--- src/rtl/ras_rollback_ctrl.sv ---
// Call-stack rollback generator: carries per-instruction stack snapshots through DU/EXU and
// restores the stack on an EXU mispredict. Define RAS_RBK_STATS_EN to build the rollback counter.
`ifndef RAS_DPT
`define RAS_DPT 8
`endif

module ras_rollback_ctrl #(
    parameter  int ST_DPT  = `RAS_DPT,
    localparam int ST_PTRW = $clog2(ST_DPT)
) (
    input  logic               clk,
    input  logic               rst,
    input  logic               i_stall,
    input  logic               i_fu_valid,
    input  logic               i_fu_is_call,
    input  logic               i_fu_ret_taken,
    input  logic [ST_PTRW-1:0] i_st_snap_ptr,
    input  logic               i_st_snap_full,
    input  logic               i_ras_flush,
    input  logic               i_exu_flush,
    output logic               o_st_rbk_en,
    output logic [ST_PTRW-1:0] o_st_rbk_ptr,
    output logic               o_st_rbk_full,
    output logic               o_st_rbk_incr_ptr,
    output logic               o_is_call_fu,
    output logic               o_is_call_du,
    output logic               o_is_ret_taken_du,
    output logic               o_busy,
    output logic [15:0]        o_rbk_cnt,
    output logic [1:0]         o_dbg_state
);

    typedef enum logic [1:0] {
        S_IDLE  = 2'd0,
        S_RBK   = 2'd1,
        S_DRAIN = 2'd2
    } state_t;

    state_t             state;
    logic [1:0]         drain_cnt;

    logic               du_valid, du_call, du_ret, du_full;
    logic [ST_PTRW-1:0] du_ptr;
    logic               exu_valid, exu_call, exu_full;
    logic [ST_PTRW-1:0] exu_ptr;

    logic               take_rbk;

    // Rollback interface: o_st_rbk_en is a one-cycle strobe with no back-pressure; ptr/full/incr_ptr
    // are meaningful only while it is high and otherwise hold their last values.
    assign take_rbk     = (state == S_IDLE) & i_exu_flush & exu_valid;
    assign o_is_call_fu = i_fu_valid & i_fu_is_call & ~i_ras_flush;
    assign o_is_call_du      = du_valid & du_call;
    assign o_is_ret_taken_du = du_valid & du_ret;
    assign o_dbg_state  = state;

    always_ff @(posedge clk) begin
        if (rst) begin
            state             <= S_IDLE;
            drain_cnt         <= 2'd0;
            du_valid          <= 1'b0;
            du_call           <= 1'b0;
            du_ret            <= 1'b0;
            du_ptr            <= '0;
            du_full           <= 1'b0;
            exu_valid         <= 1'b0;
            exu_call          <= 1'b0;
            exu_ptr           <= '0;
            exu_full          <= 1'b0;
            o_st_rbk_en       <= 1'b0;
            o_st_rbk_ptr      <= '0;
            o_st_rbk_full     <= 1'b0;
            o_st_rbk_incr_ptr <= 1'b0;
            o_busy            <= 1'b0;
        end else begin
            o_st_rbk_en <= 1'b0;

            // A taken rollback kills everything in flight, including the FU capture, even under stall.
            if (take_rbk) begin
                du_valid  <= 1'b0;
                exu_valid <= 1'b0;
            end else if (!i_stall) begin
                du_valid  <= i_fu_valid & ~i_ras_flush;
                du_call   <= i_fu_is_call;
                du_ret    <= i_fu_ret_taken;
                du_ptr    <= i_st_snap_ptr;
                du_full   <= i_st_snap_full;
                exu_valid <= du_valid;
                exu_call  <= du_call;
                exu_ptr   <= du_ptr;
                exu_full  <= du_full;
            end

            case (state)
                S_IDLE: begin
                    if (take_rbk) begin
                        state             <= S_RBK;
                        o_st_rbk_en       <= 1'b1;
                        o_st_rbk_ptr      <= exu_ptr;
                        o_st_rbk_full     <= exu_full;
                        o_st_rbk_incr_ptr <= exu_call;
                        o_busy            <= 1'b1;
                    end
                end
                S_RBK: begin
                    drain_cnt <= 2'd2;
                    state     <= S_DRAIN;
                end
                S_DRAIN: begin
                    if (!i_stall) begin
                        drain_cnt <= drain_cnt - 2'd1;
                        if (drain_cnt == 2'd1) begin
                            state  <= S_IDLE;
                            o_busy <= 1'b0;
                        end
                    end
                end
                default: begin
                    state  <= S_IDLE;
                    o_busy <= 1'b0;
                end
            endcase
        end
    end

`ifdef RAS_RBK_STATS_EN
    logic [15:0] rbk_cnt;

    always_ff @(posedge clk) begin
        if (rst) begin
            rbk_cnt <= 16'h0;
        end else if (state == S_RBK && rbk_cnt != 16'hFFFF) begin
            rbk_cnt <= rbk_cnt + 16'd1;
        end
    end

    assign o_rbk_cnt = rbk_cnt;
`else
    assign o_rbk_cnt = 16'h0;
`endif

endmodule

--- config.mk ---
export PLATFORM = sky130hd
export DESIGN_NAME = ras_rollback_ctrl
export DESIGN_NICKNAME = d
export VERILOG_FILES = /design/src/rtl/ras_rollback_ctrl.sv
export SDC_FILE = /design/constraint.sdc
export NUM_CORES = 1
export LEC_CHECK = 0
export BUFFER_PORTS_ARGS = -buffer_cell sky130_fd_sc_hd__clkbuf_2
export CAP_MARGIN = 20
export CORE_ASPECT_RATIO = 1.2
export CORE_MARGIN = 2
export CORE_UTILIZATION = 48
export DETAILED_ROUTE_END_ITERATION = 6
export PLACE_DENSITY = 0.77
export SYNTH_ARGS = -nofsm -noshare
export SYNTH_HDL_FRONTEND = slang
export SYNTH_SLANG_ARGS = --single-unit
--- constraint.sdc ---
create_clock -name clk -period 1.5 [get_ports clk]
set_input_delay 0.3 -clock clk [delete_from_list [all_inputs] [get_ports clk]]
set_output_delay 0.3 -clock clk [all_outputs]
set_load 0.01 [all_outputs]
Word-level counts from Yosys, hierarchy flattened

Index checks and enable logic that the tools add are counted.

Add/sub/neg operators: 1
Equal/unequal tests: 6
Mux-type cells: 11
Bitwise gates (word level): 12
Reductions and logical operators: 9

Operators by type and width:

| operator                                         | count |
|---|---|
| two-way mux 2 bit                                | 4 |
| AND 1 bit                                        | 7 |
| != test 2 bit, second input constant             | 3 |
| case mux 2 bit (3 select lines)                  | 1 |
| AND reduction 2 bit                              | 3 |
| inverter 1 bit                                   | 5 |
| == test 2 x 1 -> 1 bit, second input constant    | 2 |
| two-way mux 1 bit                                | 4 |
| case mux 2 bit (2 select lines)                  | 1 |
| AND reduction 4 bit                              | 1 |
| OR reduction 2 bit                               | 2 |
| case mux 1 bit (3 select lines)                  | 1 |
| AND reduction 3 bit                              | 1 |
| == test 2 bit, second input constant             | 1 |
| zero test 2 bit                                  | 1 |
| nonzero test 2 bit                               | 1 |
| subtractor 2 x 1 -> 2 bit, second input constant | 1 |

Register bits after elaboration: 24
Input port bits: 12

Depth between registers and ports, before layout

Gate-level depths: netlist of run 1.

Depth after elaboration: 5
Mapped depth: 5
Gate-level depth less buffers: 5

Least setup slack after synthesis of run 1

No wires, ideal clock.

Path kind: flip-flop to flip-flop
From: reg state[0], in the netlist o_dbg_state[0]
To: reg du_ret
Setup time: 121 ps
Data arrival time: 1146 ps
Required time: 1379 ps
Path slack: 233 ps
Stages on the path, launching flop included: 6
Buffers on the path: 2
Clock period less this slack: 1267 ps
Path through: dfxtp_1 -> and4bb_1 -> buf_6 -> buf_2 -> o21ai_0 -> o21ai_1

Word-level cells in the longest chain between the ends: 5

RTL lines:

| item                          | RTL line | source |
|---|---|---|
| start, declared               | 39       | `state_t state;` |
| start signal, assigned        | 59       | `state <= S_IDLE;` |
| start signal, assigned        | 97       | `state <= S_RBK;` |
| start signal, assigned        | 107      | `state <= S_DRAIN;` |
| zero test 2 bit               | 51       | `assign take_rbk = (state == S_IDLE) & i_exu_flush & exu_valid;` |
| AND 1 bit (2 in series)       | 51       |  |
| inverter 1 bit (no line)      | n/a      |  |
| AND reduction 2 bit (no line) | n/a      |  |
| end signal, assigned          | 85       | `du_ret <= i_fu_ret_taken;` |
| end, declared                 | 42       | `logic du_valid, du_call, du_ret, du_full;` |

No other way between the ends.
A chain may end at the register's enable or synchronous reset.

Worst setup path after layout of run 1

From: reg state[1], in the netlist o_dbg_state[1]
To: reg exu_ptr[2]

Word-level cells in the longest chain between the ends: 5

RTL lines:

| item                          | RTL line | source |
|---|---|---|
| zero test 2 bit               | 51       |  |
| AND 1 bit (2 in series)       | 51       |  |
| inverter 1 bit (no line)      | n/a      |  |
| AND reduction 2 bit (no line) | n/a      |  |
| end signal, assigned          | 90       | `exu_ptr <= du_ptr;` |
| end, declared                 | 45       | `logic [ST_PTRW-1:0] exu_ptr;` |

No other way between the ends.

==> impl_metrics.env, run 1 <==
export IMPL_synth_distinct_cells=28
export IMPL_cts_root_buf="clkbuf_4"
export IMPL_synth_area_leaders="dfxtp_1 (42%), buf_4 (11%), mux2i_1 (9.6%)"
export IMPL_drv_cap=0
export IMPL_finalWirelength_um=1950
export IMPL_critical_path_class="flop to flop"
export IMPL_wl_per_cell_um=11.0
export IMPL_postCtsSetupBuffers=0
export IMPL_die_w_um=48.5
export IMPL_clockBufferDepth=2
export IMPL_clk_pin_slew_ns=0.13
export IMPL_yosys_warnings=0
export IMPL_h_tree_depth=1
export IMPL_fill_cells=228
export IMPL_cp_max_fo=18
export IMPL_critPathTopFamily="simple AND/OR/NAND/NOR gates"
export IMPL_synth_area_sq_um=1140
export IMPL_slowest_delay_ns=0.45
export IMPL_vias_per_cell=4.67
export IMPL_final_cell_mix="dfxtp_1 (24), clkbuf_2 (23), conb_1 (16)"
export IMPL_yosysTopAreaCellShare_pct=42.1
export IMPL_p_per_area_nw_per_um2=872
export IMPL_finalCriticalPeriod_ns=1.35
export IMPL_irDropWorstVdd_v=0.000653
export IMPL_netlist_instances=125
export IMPL_fin_crit_sh_pct=89.7
export IMPL_grt_overflow=0
export IMPL_fmax_mhz=743
export IMPL_ff2ff_setup_slack_ns=0.15
export IMPL_outcome="completed"
export IMPL_ios=40
export IMPL_syn_avg_cell_area_sq_um=9.14
export IMPL_area_delta_synth_final_pct=11.0
export IMPL_cts_resized=0
export IMPL_grt_pass1_wl_um=3250
export IMPL_tritoncts="done"
export IMPL_grt_max_degree=31
export IMPL_numPortBuffers=23
export IMPL_vias=832
export IMPL_crit_path_start_kind="flop"
export IMPL_finalSetupTns_ns=0
export IMPL_grt_pass1_vias=810
export IMPL_start_util_pct=50.1
export IMPL_crit_path_end_kind="flop"
export IMPL_critical_path_slowest_cell="dfxtp_1"
export IMPL_antenna_found_initial=0
export IMPL_diodes=0
export IMPL_worstPathCellList="and4bb_1 > buf_12 > or2_4 > o21ai_1"
export IMPL_drcViolationCount=0
export IMPL_hp_class="input pin to flop"
export IMPL_fp_coreArea_sq_um=2280
export IMPL_postRouteAntennaNets=0
export IMPL_initialDrtViolationCount=8
export IMPL_fin_nets=161
export IMPL_die_y_um=57.4
export IMPL_numCtsBuffers=3
export IMPL_dr_pass1_iters=5
export IMPL_crit_buf_inv=1
export IMPL_worstPathRequired_ns=1.75
export IMPL_cts_sinks=24
export IMPL_die_area_sq_um=2790
export IMPL_skew_ns=0.00294
export IMPL_dp_hpwl_um=1430
export IMPL_grt_usage_pct=14.9
export IMPL_yosysSeqAreaShare_pct=42.1
export IMPL_p_leak_nw=0.549
export IMPL_critPathArrivalTime_ns=1.60
export IMPL_num_rows=19
export IMPL_yosysTopAreaCell="dfxtp_1"
export IMPL_cts_hold_buf=0
export IMPL_worstSkewPairLatency_ns=0.31
export IMPL_grt_setup_unrepaired="no"
export IMPL_finalSetupViolations=0
export IMPL_finalHoldViolCount=0
export IMPL_layout_commonest_cell="dfxtp_1"
export IMPL_final_max_slew_viol_count=0
export IMPL_gp_congestion=0.729
export IMPL_synth_seq_cells=24
export IMPL_power_w=0.00111
export IMPL_drive_gt1_share_pct=21.8
-- sequential cells by signal, indices dropped and copies added (netlist names), 2 cells and up --
| register | count |
|---|---|
| du_ptr | 3 |
| o_dbg_state | 2 |
| drain_cnt | 2 |
| exu_ptr | 3 |
| o_st_rbk_ptr | 3 |
-- worst paths after layout --
check                 start         end  depth (start not counted)
min reg2reg       du_ptr[0]  exu_ptr[0]                          2
min          i_fu_ret_taken      du_ret                          3
max reg2reg  o_dbg_state[1]  exu_ptr[2]                          4
max          o_dbg_state[1]  exu_ptr[2]                          4
-- kinds of logic after synthesis --
family	count (synthesis)	synth area share, %
other cells	1	0.328
mux	11	9.64
flops	24	42.1
simple gates	41	22.0
buf+inv	26	14.7
fa+ha+maj	1	1.10
compound gates	21	10.2
-- per-stage QoR --
| step | worst slack, ns | utilization, % | hold WS [ns] | std cells | area [sq um] |
|---|---|---|---|---|---|
| final | 0.155 | 55.5 | 0.207 | 178 | 1270 |
| after global routing | 0.0993 | 55.5 | 0.195 | 178 | 1270 |
| after CTS | 0.147 | 55.5 | 0.197 | 178 | 1270 |
| after detailed placement | 0.178 | 53.9 | 0.476 | 174 | 1230 |
| after global placement | 0.239 | 53.9 | 0.472 | 174 | 1230 |
| after floorplan | 0.233 | - | 0.446 | 140 | 1200 |
-- cells in the mapped netlist (all sizes together) --
cell type and number:
dfxtp 24, buf 18, o21ai 14, mux2i 11, nand2b 11, nor2b 9, nor2 7, clkbuf 5
nor3 4, a21oi 3, and2 3, inv 3, o21a 2, or3 2, a221oi 1, and3b 1
and4bb 1, conb 1, ha 1, nand2 1, nor3b 1, o211ai 1, or2 1
-- power by group --
| group | switching, W | internal, W |
|---|---|---|
| logic | 0.0000625 | 0.0000419 |
| registers | 0.00000730 | 0.000655 |
| clock network | 0.000189 | 0.000148 |
-- tightest hold or removal path: cells and delay by family --
family | cells | cell delay [ns]
buffers and inverters | 1 | 0.08
AND/OR/NAND/NOR | 1 | 0.06
AO/OA/AOI/OAI | 1 | 0.05
-- layer usage --
layer | share of wire (%) | GRT usage [%] | wire, um
met4 | 1.1 | 4.90 | 21
met2 | 53 | 28.6 | 1040
met1 | 41 | 16.1 | 793
met5 | 0 | 0 | 0
met3 | 5.1 | 3.40 | 99
-- final cells by class --
type	instances	area, sq um	area share [%]
sequential	24	480	37.9
tap	31	38.8	3.06
inverter	3	11.3	0.888
multi-input combinational	90	551	43.4
clock buffer	4	36.3	2.86
timing repair buffer	26	150	11.8
Power figures use the tool's default switching activity.
==> inputs of run 2 (changes only) <==
- CORE_MARGIN: 2 -> not set
- MAX_ROUTING_LAYER: not set -> met4
- PLACE_DENSITY: 0.77 -> 0.84
==> run 2 against run 1 <==
Net effect:
- global-route usage is 0.53 points higher
- setup slack improved by 0.034 ns
- core utilization increased by 0.58 points
- clock-buffer cell count unchanged
- sequential power is essentially flat
- register-to-register slack gained 0.03 ns
- routed wire length fell by 8.2%
- clock skew is 0.0070 ns higher
- sequential cell count stayed put
- first-iteration DRC count increased by 50%
- non-clock buffer count did not move
- critical endpoint is now exu_ptr[1]
==> impl_metrics.env, run 2 (synthesis gave the netlist of run 1 again) <==
export IMPL_crit_path_end_kind="flop"
export IMPL_reg_top3="du_ptr x3, exu_ptr x3, o_st_rbk_ptr x3"
export IMPL_timing_rr_end="exu_ptr[1]"
export IMPL_hp_class="input pin to flop"
export IMPL_numCtsBuffers=3
export IMPL_gp_congestion=0.760
export IMPL_cp_max_fo=18
export IMPL_p_per_area_nw_per_um2=866
export IMPL_fin_crit_sh_pct=87.4
export IMPL_r2r_start="o_dbg_state[1]"
export IMPL_postRouteAntennaNets=0
export IMPL_finalSetupViolations=0
export IMPL_grt_overflow=0
export IMPL_grt_max_degree=31
export IMPL_tritoncts="done"
export IMPL_critical_path_slowest_cell="dfxtp_1"
export IMPL_clk_pin_slew_ns=0.13
export IMPL_h_tree_depth=1
export IMPL_die_w_um=46.5
export IMPL_vias=823
export IMPL_crit_path_start_kind="flop"
export IMPL_critPathArrivalTime_ns=1.55
export IMPL_whs_endpoint="du_ret"
export IMPL_fin_util_pct=56.1
export IMPL_num_rows=19
export IMPL_die_area_sq_um=2580
export IMPL_finalWirelength_um=1790
export IMPL_finalSetupTns_ns=0
export IMPL_whs_path_depth=3
export IMPL_finalHoldViolCount=0
export IMPL_drv_cap=0
export IMPL_dp_hpwl_um=1340
export IMPL_ios=40
export IMPL_wl_per_cell_um=10.1
export IMPL_slowest_delay_ns=0.42
export IMPL_postCtsSetupBuffers=0
export IMPL_outcome="completed"
export IMPL_start_util_pct=50.6
export IMPL_p_leak_nw=0.549
export IMPL_antenna_found_initial=0
export IMPL_worst_r2r_cell_count=4
export IMPL_dr_pass1_iters=4
export IMPL_fmax_mhz=763
export IMPL_vias_per_cell=4.62
export IMPL_grt_setup_unrepaired="no"
export IMPL_die_y_um=55.4
export IMPL_skew_ns=0.00993
export IMPL_irDropWorstVdd_v=0.000647
export IMPL_cts_resized=0
export IMPL_ff2ff_setup_slack_ns=0.19
export IMPL_cts_hold_buf=0
export IMPL_cts_root_buf="clkbuf_4"
export IMPL_drcViolationCount=0
export IMPL_min_delay_start="i_fu_ret_taken"
export IMPL_numPortBuffers=23
export IMPL_initialDrtViolationCount=12
export IMPL_worstSkewPairLatency_ns=0.31
export IMPL_grt_pass1_vias=691
export IMPL_diodes=0
export IMPL_worstPathCellList="and4bb_1 > buf_12 > or2_4 > o21ai_1"
export IMPL_final_max_slew_viol_count=0
export IMPL_layout_commonest_cell="dfxtp_1"
export IMPL_critical_path_class="flop to flop"
export IMPL_area_delta_synth_final_pct=11.0
export IMPL_finalCriticalPeriod_ns=1.31
export IMPL_drive_gt1_share_pct=21.8
export IMPL_clockBufferDepth=2
export IMPL_fp_coreArea_sq_um=2260
export IMPL_grt_pass1_wl_um=2930
export IMPL_final_cell_mix="dfxtp_1 (24), clkbuf_2 (23), conb_1 (16)"
export IMPL_worstPathRequired_ns=1.74
export IMPL_cts_sinks=24
export IMPL_fin_nets=161
export IMPL_grt_usage_pct=15.4
run 2: cell counts in the layout (fill, tap and decap cells not counted):
No cell type changed its count.
run 2: routing by layer:
| layer | vias to the layer above | share of wire (%) | track usage, % |
|---|---|---|---|
| met2 | 16 | 52 | 25.2 |
| met4 | 0 | 0.89 | 5.04 |
| met5 | - | 0 | - |
| met1 | 376 | 44 | 18.9 |
| met3 | 2 | 2.6 | 1.96 |
| li1 | 429 | - | - |
run 2: report_power, final:
| part | total, W | internal (W) | switching (W) |
|---|---|---|---|
| Clock | 0.000331 | 0.000148 | 0.000183 |
| Sequential | 0.000663 | 0.000655 | 0.00000770 |
| Combinational | 0.000103 | 0.0000418 | 0.0000612 |
run 2: worst max-delay path by stage:
stage                        start         end  slack, ns  cells past startpoint
floorplan           o_dbg_state[0]      du_ret       0.23                      5
global placement    o_dbg_state[1]      du_ret       0.25                      4
detailed placement  o_dbg_state[1]  exu_ptr[0]       0.22                      4
CTS                 o_dbg_state[1]  exu_ptr[0]       0.19                      4
global route        o_dbg_state[1]   du_ptr[1]       0.06                      4
finish              o_dbg_state[1]  exu_ptr[1]       0.19                      4
run 2: final cells by class:
| type | count | area, sq um |
|---|---|---|
| clock buffers | 4 | 36.3 |
| fillers | 212 | 991 |
| inverters | 3 | 11.3 |
| multi-input cells | 90 | 551 |
| flip-flops and latches | 24 | 480 |
| well taps | 31 | 38.8 |
| repair buffers | 26 | 150 |
run 2: metrics by stage:
stage / std cells / total power [W] / area (sq um) / setup slack (ns) / hold slack (ns)
floorplan: 140 / 0.000782 / 1200 / 0.233 / 0.446
global placement: 174 / 0.000777 / 1230 / 0.247 / 0.472
detailed placement: 174 / 0.000780 / 1230 / 0.216 / 0.480
CTS: 178 / 0.00110 / 1270 / 0.186 / 0.210
global route: 178 / 0.00116 / 1270 / 0.0602 / 0.223
finish: 178 / 0.00110 / 1270 / 0.189 / 0.207
run 2: critical path: cells and delay by family (launching register included):
family	cells	cell delay [ns]
AO/OA/AOI/OAI	1	0.14
buffers and inverters	1	0.16
flip-flops	1	0.42
AND/OR/NAND/NOR	2	0.53
